### src/rtl/mem_dbus_if.sv
// mem_dbus_if: registered strobe/ack data bus between the MEM stage (master)
// and the data memory (slave). Byte enables are big-endian: sel[3] is the
// byte at addr[1:0] = 00.
interface mem_dbus_if #(
  parameter int ADDR_W = 32,
  parameter int DATA_W = 32
);
  logic [ADDR_W-1:0] dbus_addr_o;
  logic [DATA_W-1:0] dbus_data_o;
  logic [3:0]        dbus_sel_o;
  logic              dbus_we_o;
  logic              dbus_stb_o;
  logic [DATA_W-1:0] dbus_data_i;
  logic              dbus_ack_i;

  modport master (
    output dbus_addr_o,
    output dbus_data_o,
    output dbus_sel_o,
    output dbus_we_o,
    output dbus_stb_o,
    input  dbus_data_i,
    input  dbus_ack_i
  );

  modport slave (
    input  dbus_addr_o,
    input  dbus_data_o,
    input  dbus_sel_o,
    input  dbus_we_o,
    input  dbus_stb_o,
    output dbus_data_i,
    output dbus_ack_i
  );
endinterface

### src/rtl/mem_dbus.sv
// mem_dbus: MEM stage of the 5-stage MIPS pipeline.
// Non-memory ops pass the EX results straight through. Loads and stores run
// one registered strobe/ack bus transaction (IDLE -> BUSY -> DONE) with
// big-endian byte-lane steering and sign/zero extension, holding the pipeline
// through stallreq_o until the access completes.
// Optional build macro MEM_ALIGN_CHECK_EN: misaligned halfword/word accesses
// issue no bus cycle; loads then return 0 with the register write suppressed.
module mem_dbus #(
  parameter int ADDR_W = 32,
  parameter int DATA_W = 32
) (
  input  logic        clk,
  input  logic        rst,
  input  logic [5:0]  stall,
  input  logic [31:0] wdata_i,
  input  logic [4:0]  wd_i,
  input  logic        wreg_i,
  input  logic [31:0] hi_i,
  input  logic [31:0] lo_i,
  input  logic        whilo_i,
  input  logic [7:0]  aluop_i,
  input  logic [31:0] mem_addr_i,
  input  logic [31:0] reg2_i,
  output logic [31:0] wdata_o,
  output logic [4:0]  wd_o,
  output logic        wreg_o,
  output logic [31:0] hi_o,
  output logic [31:0] lo_o,
  output logic        whilo_o,
  mem_dbus_if.master  dbus,
  output logic        stallreq_o
);

  localparam logic [7:0] EXE_LB_OP  = 8'b1110_0000;
  localparam logic [7:0] EXE_LBU_OP = 8'b1110_0100;
  localparam logic [7:0] EXE_LH_OP  = 8'b1110_0001;
  localparam logic [7:0] EXE_LHU_OP = 8'b1110_0101;
  localparam logic [7:0] EXE_LW_OP  = 8'b1110_0011;
  localparam logic [7:0] EXE_SB_OP  = 8'b1110_1000;
  localparam logic [7:0] EXE_SH_OP  = 8'b1110_1001;
  localparam logic [7:0] EXE_SW_OP  = 8'b1110_1011;

  typedef enum logic [1:0] {
    IDLE = 2'b00,
    BUSY = 2'b01,
    DONE = 2'b10
  } state_t;

  function automatic logic f_is_load(input logic [7:0] op);
    logic res;
    case (op)
      EXE_LB_OP, EXE_LBU_OP, EXE_LH_OP, EXE_LHU_OP, EXE_LW_OP: res = 1'b1;
      default:                                                 res = 1'b0;
    endcase
    return res;
  endfunction

  function automatic logic f_is_store(input logic [7:0] op);
    logic res;
    case (op)
      EXE_SB_OP, EXE_SH_OP, EXE_SW_OP: res = 1'b1;
      default:                         res = 1'b0;
    endcase
    return res;
  endfunction

  // Big-endian byte enables: lane 00 is the most significant byte.
  function automatic logic [3:0] f_lane_sel(input logic [7:0] op, input logic [1:0] lane);
    logic [3:0] res;
    case (op)
      EXE_LB_OP, EXE_LBU_OP, EXE_SB_OP: begin
        case (lane)
          2'b00:   res = 4'b1000;
          2'b01:   res = 4'b0100;
          2'b10:   res = 4'b0010;
          default: res = 4'b0001;
        endcase
      end
      EXE_LH_OP, EXE_LHU_OP, EXE_SH_OP: res = lane[1] ? 4'b0011 : 4'b1100;
      EXE_LW_OP, EXE_SW_OP:             res = 4'b1111;
      default:                          res = 4'b0000;
    endcase
    return res;
  endfunction

  // Store data is replicated into every lane so the enables alone pick it.
  function automatic logic [31:0] f_store_data(input logic [7:0] op, input logic [31:0] d);
    logic [31:0] res;
    case (op)
      EXE_SB_OP: res = {4{d[7:0]}};
      EXE_SH_OP: res = {2{d[15:0]}};
      EXE_SW_OP: res = d;
      default:   res = 32'h0000_0000;
    endcase
    return res;
  endfunction

  function automatic logic [31:0] f_load_data(input logic [7:0] op, input logic [1:0] lane,
                                              input logic [31:0] w);
    logic [7:0]  b;
    logic [15:0] h;
    logic [31:0] res;
    case (lane)
      2'b00:   b = w[31:24];
      2'b01:   b = w[23:16];
      2'b10:   b = w[15:8];
      default: b = w[7:0];
    endcase
    h = lane[1] ? w[15:0] : w[31:16];
    case (op)
      EXE_LB_OP:  res = {{24{b[7]}}, b};
      EXE_LBU_OP: res = {24'h00_0000, b};
      EXE_LH_OP:  res = {{16{h[15]}}, h};
      EXE_LHU_OP: res = {16'h0000, h};
      default:    res = w;
    endcase
    return res;
  endfunction

`ifdef MEM_ALIGN_CHECK_EN
  function automatic logic f_misaligned(input logic [7:0] op, input logic [1:0] lane);
    logic res;
    case (op)
      EXE_LH_OP, EXE_LHU_OP, EXE_SH_OP: res = lane[0];
      EXE_LW_OP, EXE_SW_OP:             res = (lane != 2'b00);
      default:                          res = 1'b0;
    endcase
    return res;
  endfunction
`endif

  state_t            r_state;
  state_t            w_next_state;
  logic [ADDR_W-1:0] r_addr;
  logic [DATA_W-1:0] r_data;
  logic [3:0]        r_sel;
  logic              r_we;
  logic              r_stb;
  logic [DATA_W-1:0] r_rdata;
  logic [7:0]        r_op;
  logic [1:0]        r_lane;
  logic              w_is_mem;
  logic              w_is_store;
  logic              w_misalign;
  logic              w_done_load;
  logic              w_unused_stall;
`ifdef MEM_ALIGN_CHECK_EN
  logic              r_misalign;
`endif

  assign w_is_store     = f_is_store(aluop_i);
  assign w_is_mem       = f_is_load(aluop_i) | w_is_store;
  assign w_done_load    = f_is_load(r_op);
  // Only the MEM/WB hold bit matters to this stage.
  assign w_unused_stall = ^{stall[5], stall[3:0]};
`ifdef MEM_ALIGN_CHECK_EN
  assign w_misalign     = f_misaligned(aluop_i, mem_addr_i[1:0]);
`else
  assign w_misalign     = 1'b0;
`endif

  assign wd_o    = wd_i;
  assign hi_o    = hi_i;
  assign lo_o    = lo_i;
  assign whilo_o = whilo_i;

  assign dbus.dbus_addr_o = r_addr;
  assign dbus.dbus_data_o = r_data;
  assign dbus.dbus_sel_o  = r_sel;
  assign dbus.dbus_we_o   = r_we;
  assign dbus.dbus_stb_o  = r_stb;

  // FSM state register.
  always_ff @(posedge clk) begin
    if (rst) begin
      r_state <= IDLE;
    end else begin
      r_state <= w_next_state;
    end
  end

  // Next state, stall request and write-back result selection.
  always_comb begin
    w_next_state = r_state;
    stallreq_o   = 1'b0;
    wdata_o      = wdata_i;
    wreg_o       = wreg_i;
    case (r_state)
      IDLE: begin
        if (w_is_mem) begin
          stallreq_o   = 1'b1;
          w_next_state = w_misalign ? DONE : BUSY;
        end else begin
          w_next_state = IDLE;
        end
      end
      BUSY: begin
        stallreq_o = 1'b1;
        if (dbus.dbus_ack_i) begin
          w_next_state = DONE;
        end else begin
          w_next_state = BUSY;
        end
      end
      DONE: begin
        if (w_done_load) begin
`ifdef MEM_ALIGN_CHECK_EN
          if (r_misalign) begin
            wdata_o = 32'h0000_0000;
            wreg_o  = 1'b0;
          end else begin
            wdata_o = f_load_data(r_op, r_lane, r_rdata);
          end
`else
          wdata_o = f_load_data(r_op, r_lane, r_rdata);
`endif
        end else begin
          wdata_o = wdata_i;
        end
        // Another stall source holding MEM/WB keeps the result here.
        if (stall[4]) begin
          w_next_state = DONE;
        end else begin
          w_next_state = IDLE;
        end
      end
      default: w_next_state = IDLE;
    endcase
  end

  // Bus request registers and read-data capture.
  always_ff @(posedge clk) begin
    if (rst) begin
      r_addr  <= '0;
      r_data  <= '0;
      r_sel   <= 4'b0000;
      r_we    <= 1'b0;
      r_stb   <= 1'b0;
      r_rdata <= '0;
      r_op    <= 8'h00;
      r_lane  <= 2'b00;
`ifdef MEM_ALIGN_CHECK_EN
      r_misalign <= 1'b0;
`endif
    end else begin
      case (r_state)
        IDLE: begin
          if (w_is_mem) begin
            r_op   <= aluop_i;
            r_lane <= mem_addr_i[1:0];
`ifdef MEM_ALIGN_CHECK_EN
            r_misalign <= w_misalign;
`endif
            if (w_misalign) begin
              r_stb <= 1'b0;
              r_we  <= 1'b0;
            end else begin
              r_addr <= {mem_addr_i[ADDR_W-1:2], 2'b00};
              r_sel  <= f_lane_sel(aluop_i, mem_addr_i[1:0]);
              r_data <= f_store_data(aluop_i, reg2_i);
              r_we   <= w_is_store;
              r_stb  <= 1'b1;
            end
          end
        end
        BUSY: begin
          if (dbus.dbus_ack_i) begin
            r_rdata <= dbus.dbus_data_i;
            r_stb   <= 1'b0;
            r_we    <= 1'b0;
          end
        end
        DONE: begin
          r_stb <= 1'b0;
          r_we  <= 1'b0;
        end
        default: begin
          r_stb <= 1'b0;
          r_we  <= 1'b0;
        end
      endcase
    end
  end

endmodule

### src/flat_wrapper.sv
// flat-port wrapper written by rule: the top's interface ports become plain ports
module mem_dbus_flat 
#(
  parameter int ADDR_W = 32,
  parameter int DATA_W = 32
)
  (clk, rst, stall, wdata_i, wd_i, wreg_i, hi_i, lo_i, whilo_i, aluop_i, mem_addr_i, reg2_i, wdata_o, wd_o, wreg_o, hi_o, lo_o, whilo_o, stallreq_o, dbus_dbus_addr_o, dbus_dbus_data_o, dbus_dbus_sel_o, dbus_dbus_we_o, dbus_dbus_stb_o, dbus_dbus_data_i, dbus_dbus_ack_i);
  mem_dbus_if #(.ADDR_W(ADDR_W), .DATA_W(DATA_W)) dbus_i ();
  input  logic clk;
  input  logic rst;
  input  logic [5:0] stall;
  input  logic [31:0] wdata_i;
  input  logic [4:0] wd_i;
  input  logic wreg_i;
  input  logic [31:0] hi_i;
  input  logic [31:0] lo_i;
  input  logic whilo_i;
  input  logic [7:0] aluop_i;
  input  logic [31:0] mem_addr_i;
  input  logic [31:0] reg2_i;
  output logic [31:0] wdata_o;
  output logic [4:0] wd_o;
  output logic wreg_o;
  output logic [31:0] hi_o;
  output logic [31:0] lo_o;
  output logic whilo_o;
  output logic stallreq_o;
  output wire logic [$bits(dbus_i.dbus_addr_o)-1:0] dbus_dbus_addr_o;
  output wire logic [$bits(dbus_i.dbus_data_o)-1:0] dbus_dbus_data_o;
  output wire logic [$bits(dbus_i.dbus_sel_o)-1:0] dbus_dbus_sel_o;
  output wire logic [$bits(dbus_i.dbus_we_o)-1:0] dbus_dbus_we_o;
  output wire logic [$bits(dbus_i.dbus_stb_o)-1:0] dbus_dbus_stb_o;
  input wire logic [$bits(dbus_i.dbus_data_i)-1:0] dbus_dbus_data_i;
  input wire logic [$bits(dbus_i.dbus_ack_i)-1:0] dbus_dbus_ack_i;
  assign dbus_dbus_addr_o = dbus_i.dbus_addr_o;
  assign dbus_dbus_data_o = dbus_i.dbus_data_o;
  assign dbus_dbus_sel_o = dbus_i.dbus_sel_o;
  assign dbus_dbus_we_o = dbus_i.dbus_we_o;
  assign dbus_dbus_stb_o = dbus_i.dbus_stb_o;
  assign dbus_i.dbus_data_i = dbus_dbus_data_i;
  assign dbus_i.dbus_ack_i = dbus_dbus_ack_i;
  mem_dbus #(.ADDR_W(ADDR_W), .DATA_W(DATA_W)) u_core (.clk(clk), .rst(rst), .stall(stall), .wdata_i(wdata_i), .wd_i(wd_i), .wreg_i(wreg_i), .hi_i(hi_i), .lo_i(lo_i), .whilo_i(whilo_i), .aluop_i(aluop_i), .mem_addr_i(mem_addr_i), .reg2_i(reg2_i), .wdata_o(wdata_o), .wd_o(wd_o), .wreg_o(wreg_o), .hi_o(hi_o), .lo_o(lo_o), .whilo_o(whilo_o), .dbus(dbus_i), .stallreq_o(stallreq_o));
endmodule
### config.mk
export PLATFORM = sky130hd
export DESIGN_NAME = mem_dbus_flat
export DESIGN_NICKNAME = d
export VERILOG_FILES = /design/src/rtl/mem_dbus_if.sv /design/src/rtl/mem_dbus.sv /design/src/flat_wrapper.sv
export SDC_FILE = /design/constraint.sdc
export NUM_CORES = 1
export LEC_CHECK = 0
export ABC_AREA = 1
export BUFFER_PORTS_ARGS = -buffer_cell sky130_fd_sc_hd__buf_2
export CORE_AREA = 4 4 148 150
export DETAILED_ROUTE_END_ITERATION = 6
export DIE_AREA = 0 0 152 154
export RECOVER_POWER = 50
export SLEW_MARGIN = 10
export SYNTH_ARGS = -nofsm -noshare
export SYNTH_HDL_FRONTEND = slang
export SYNTH_SLANG_ARGS = --single-unit
export TNS_END_PERCENT = 50
### constraint.sdc
create_clock -name clk -period 2.3 [get_ports clk]
set_input_delay 0.46 -clock clk [delete_from_list [all_inputs] [get_ports clk]]
set_output_delay 0.46 -clock clk [all_outputs]
set_load 0.01 [all_outputs]
-- After elaboration in Yosys (flattened, before gate mapping)
Cells that the tools add are included.
- register bits after elaboration: 112
- input port bits: 216
- output and inout port bits: 174
- logic and storage cells: 66
- eq/ne operators: 21
- muxes and demuxes: 23
- bitwise operators: 1
- reduce and logical (&&, ||, !) cells: 12
- operator list (kind ; number):
    $pmux W32 S4 ; 1
    $eq A8 B8 Y1 const B ; 13
    $pmux W32 S3 ; 1
    $mux W32 ; 2
    $pmux W4 S3 ; 2
    $pmux W8 S3 ; 1
    $mux W16 ; 1
    $reduce_or A5 Y1 ; 2
    $reduce_or A3 Y1 ; 3
    $mux W1 ; 8
    $eq A2 B1 Y1 const B ; 3
    $eq A2 B2 Y1 const B ; 3
    $logic_not A2 Y1 ; 3
    $pmux W1 S2 ; 3
    $pmux W2 S3 ; 1
    $reduce_and A2 Y1 ; 3
    $mux W2 ; 2
    $mux W4 ; 1
    $ne A2 B1 Y1 const B ; 1
    $ne A2 B2 Y1 const B ; 1
    $reduce_or A2 Y1 ; 1
    $or A1 B1 Y1 ; 1

-- Longest topological paths before layout
- word-level depth: 6
- gate-level depth with buffers: 12
- gate-level depth less buffers: 11

-- Least setup slack after synthesis
Ideal clock, no wire load.
- kind: reg2out
- start: register u_core.r_lane[1]
- end: output port wdata_o[21]
- arrival: 1421 ps
- data required time: 1840 ps
- setup slack: 419 ps
- cell stages (with the launch flop): 10
- path buffers: 2
- path through: dfxtp_1 -> buf_4 -> nor2_4 -> nand2_1 -> o211ai_2 -> nand3_2 -> o31ai_4 -> buf_8 -> nor2_1 -> nor2_1
- cells in the longest elaborated chain, start to end: 5
- elaborated cells on any way between the ends: 8
- those cells by class: eq/ne (2); mux (5); reduce/logical (1)
- ends and longest elaborated chain (what ; line ; source):
    start, declared ; mem_dbus.sv:141 ; logic [1:0] r_lane;
    start signal, assigned ; mem_dbus.sv:250 ; r_lane <= mem_addr_i[1:0];
    $eq A2 B2 Y1 (tied with other cells) ; mem_dbus.sv:103 ; case (lane)
    $pmux W8 S3 ; mem_dbus.sv:103 ;
    $pmux W32 S4 (*) ; mem_dbus.sv:110 ; case (op)
    $mux W32 (*) ; mem_dbus.sv:206 ; if (w_done_load) begin
    $mux W32 (*) ; mem_dbus.sv:188 ; case (r_state)
    end, declared ; flat_wrapper.sv:21 ; output logic [31:0] wdata_o;
Every way passes the cells marked *; elsewhere a longest branch is shown, timed or not.

-- Worst setup path in the final report
- start: register u_core.r_op[4]
- end: output port wdata_o[10]
- cells in the longest elaborated chain, start to end: 5
- elaborated cells on any way between the ends: 10
- those cells by class: eq/ne (5); mux (4); reduce/logical (1)
- ends and longest elaborated chain (what ; line ; source):
    start, declared ; mem_dbus.sv:140 ; logic [7:0] r_op;
    start signal, assigned ; mem_dbus.sv:249 ; r_op <= aluop_i;
    $eq A8 B8 Y1 (on tied branches) ; mem_dbus.sv:51, mem_dbus.sv:110 ;
    $reduce_or A5 Y1 ; mem_dbus.sv:51 ; case (op)
    $mux W1 ; mem_dbus.sv:51 ;
    $mux W32 (*) ; mem_dbus.sv:206 ;
    $mux W32 (*) ; mem_dbus.sv:188 ;
Marks and branches as above.

==> impl_results.md <==
- Initial drt markers: 368
- Worst r2r path cells: 5
- Clock sink total: 112
- CTS Hold Bufs: 0
- Worst R2R Start: u_core.r_state[0]$_SDFF_PP0_
- Routability cong.: 0.820
- Post-route setup slack: -0.102 ns
- Max Cap Viol: 0
- CP endpoint kind: output port
- Initial antenna violation count: 0
- Area contributors post-synth: dfxtp_1, nand2_1, nor2_1
- PwrDens: 510 nW/um2
- Final Hold Vio Count: 0
- Hold slack: 0.334 ns
- Hpwl dp: 15500 um
- Clock skew: 0.0127 ns
- Final slew viol count: 0
- Root Driver: clkbuf_16
- Worst slack, placed: 0.0467 ns
- Failing checks: setup timing
- Antenna fix cells: 0
- Distinct cells, synth: 31
- # H-tree levels: 3
- Vias after detailed routing: 6556
- Chip width: 152 um
- Outcome: complete, but fails checks
- I/O pin count: 390
- Seq/Total Area, Yosys: 0.356
- CP max FO: 7
- Tcrit/Tclk final: 1.04
- Area leader, netlist: dfxtp_1
- Total gr overflow: 0
- Finished Layout Cells: 1392
- Crit Path Category: reg2out
- Mapped Area: 6300 um2
- DR DRC count: 0
- Starting Density: 0.305
- Cells after synthesis: 953
- FP Rows: 53
- Synth warn: 0
- Worst slew pin tran: 0.717 ns
- Die Ht: 154 um
- Largest net degree at the start of global routing: 49
- Core area: 20700 um2
- TritonCTS Buffers: 9
- CP endpoint: wdata_o[10]
- Reg2reg end: u_core.dbus.dbus_sel_o[3]$_SDFFE_PP0P_
- CTS tree: done
- Initial DRT Pass Iterations: 4
- Worst EP required: 1.84 ns
- Share of layout cells above drive strength 1: 0.258
- Seq cells post-synth: 112
- Total negative slack: -1.81 ns
- Antenna Nets Post-Route: 0
- Die Area: 23400 um2
- Arrival @ worst endpoint: 1.94 ns
- Min-delay worst type: in2reg
- Register area: 2250 um2
- Clock Path Buffers: 2
- Routed len/inst: 15.3 um
- Clock insertion delay at the later pin of the skew report: 0.36 ns
- Drt total wl: 21200 um
- Leakage Power: 3.28 nW
- Mean Syn Cell Area: 6.61 um2
- Dpl cells: 1365
- # nets final: 1329
- IO Port Bufs: 240
- # fillers: 2288
- Crit start category: flop
- Clock slew at reported path FFs: 0.08 ns
- Via density: 4.71
- First-pass GRT wire length: 33300 um
- Setup crit start: u_core.r_op[4]$_SDFFE_PP0P_
- # setup viols final: 29
- Tot GR Track Use: 0.173
- P&R area growth vs syn: 23.6%
- Multi-input combinational cell area: 3100 um2
- Reg-to-reg setup timing slack: 0.62 ns
- Final min period: 2.40 ns
- Max-slew headroom: 0.519
- Max Fclk: 416 MHz
- RSZ-0062 raised after global routing: true
- VDD IR max: 0.324 mV
- Vias in the first global route: 6137
- Top cell type's share of synthesized area: 0.356
## synth_stat cells (all sizes together)
cell type	instances
nand2	224
o211ai	34
nor3	4
conb	1
o21a	1
dfxtp	112
inv	57
clkbuf	28
o21ai	70
nand4	2
a21oi	112
or2	2
nor2	155
nand3	49
buf	100
o31ai	1
o21bai	1
## repair_timing
item	CTS	global route
endpoints found under the hold margin	0	0
setup endpoints to repair	32	32
pin swaps	8	11
gates cloned	3	2
buffers inserted	6	2
gates resized for setup	33	22
## stage by stage
| stage | total power [W] | instance area [um2] | util |
|---|---|---|---|
| floorplan | 0.00235 | 6310 | - |
| global placement | 0.00244 | 7220 | 0.349 |
| detailed placement | 0.00245 | 7220 | 0.349 |
| CTS | 0.00406 | 7730 | 0.374 |
| global route | 0.00418 | 7790 | 0.377 |
| finish | 0.00397 | 7790 | 0.377 |
## registers in the layout, indices dropped and copies added (netlist names)
signal and flops:
u_core.dbus.dbus_addr_o 30, u_core.dbus.dbus_data_o 32, u_core.dbus.dbus_sel_o 4, u_core.dbus.dbus_stb_o 1
u_core.dbus.dbus_we_o 1, u_core.r_lane 2, u_core.r_op 8, u_core.r_rdata 32
u_core.r_state 2
## layer usage
metal  GRT usage  wire length [um]  up-vias  share of wire
met3      0.0616              1650       50          0.077
met2       0.284              9970      235           0.47
met1       0.212              9010     2945           0.42
met4      0.0548               615        0          0.029
li1            -                 -     3326              -
met5           0                 0        -              0
## cell families after synthesis
logic type      after synthesis  synth area share
simple gates                436             0.280
compound gates              219             0.192
buf+inv                     185             0.171
flops                       112             0.356
other cells                   1          0.000595
## power by group
part	internal, W	switching [W]
combinational	0.000185	0.000236
clock	0.000763	0.000804
sequential	0.00197	0.0000173
## final cells by class
cell class                      count  area share
Inverter                           57      0.0283
Sequential cell                   112       0.289
Timing Repair Buffer              276       0.204
Tap cell                          275      0.0442
Clock inverter                      6     0.00803
Clock buffer                        9      0.0289
Multi-Input combinational cell    657       0.397
## critical path: stages, from the launching register on
cell and delay [ns]:
dfxtp_1 0.30, inv_1 0.06, nand4_1 0.15, buf_4 0.19, nor3_4 0.19, nand3_4 0.11
buf_4 0.18, nand3_1 0.09, nand2_1 0.11, nand2_1 0.08, buf_2 0.12
## how the worst min path moves through the flow
| stage | start | endpoint | slack [ns] | depth (start not counted) |
|---|---|---|---|---|
| floorplan | u_core.r_op[4]$_SDFFE_PP0P_ | u_core.r_op[4]$_SDFFE_PP0P_ | 0.42 | 2 |
| global placement | u_core.r_op[4]$_SDFFE_PP0P_ | u_core.r_op[4]$_SDFFE_PP0P_ | 0.44 | 2 |
| detailed placement | u_core.r_op[4]$_SDFFE_PP0P_ | u_core.r_op[4]$_SDFFE_PP0P_ | 0.45 | 2 |
| CTS | mem_addr_i[29] | u_core.dbus.dbus_addr_o[29]$_SDFFE_PP0P_ | 0.31 | 3 |
| global route | mem_addr_i[29] | u_core.dbus.dbus_addr_o[29]$_SDFFE_PP0P_ | 0.34 | 3 |
| finish | mem_addr_i[29] | u_core.dbus.dbus_addr_o[29]$_SDFFE_PP0P_ | 0.33 | 3 |
## placed cells by master, fill, tap and decap left out, types with 2 or more instances in the layout
| cell | n |
|---|---|
| nand2_2 | 8 |
| nand3_2 | 4 |
| buf_6 | 5 |
| nand2_1 | 213 |
| inv_1 | 49 |
| o21ai_1 | 2 |
| inv_2 | 5 |
| o211ai_1 | 33 |
| o21ai_0 | 68 |
| clkbuf_1 | 54 |
| buf_12 | 8 |
| nand4_1 | 2 |
| nand3_1 | 44 |
| conb_1 | 2 |
| nor2_1 | 140 |
| a21oi_2 | 3 |
| a21oi_1 | 109 |
| buf_2 | 185 |
| nor2_4 | 5 |
| nor2_2 | 10 |
| buf_4 | 20 |
| clkbuf_16 | 11 |
| dfxtp_2 | 3 |
| nor3_1 | 2 |
| inv_6 | 3 |
| nand2_4 | 3 |
| dfxtp_1 | 108 |
Note: power is estimated with default switching activity, not from simulation.
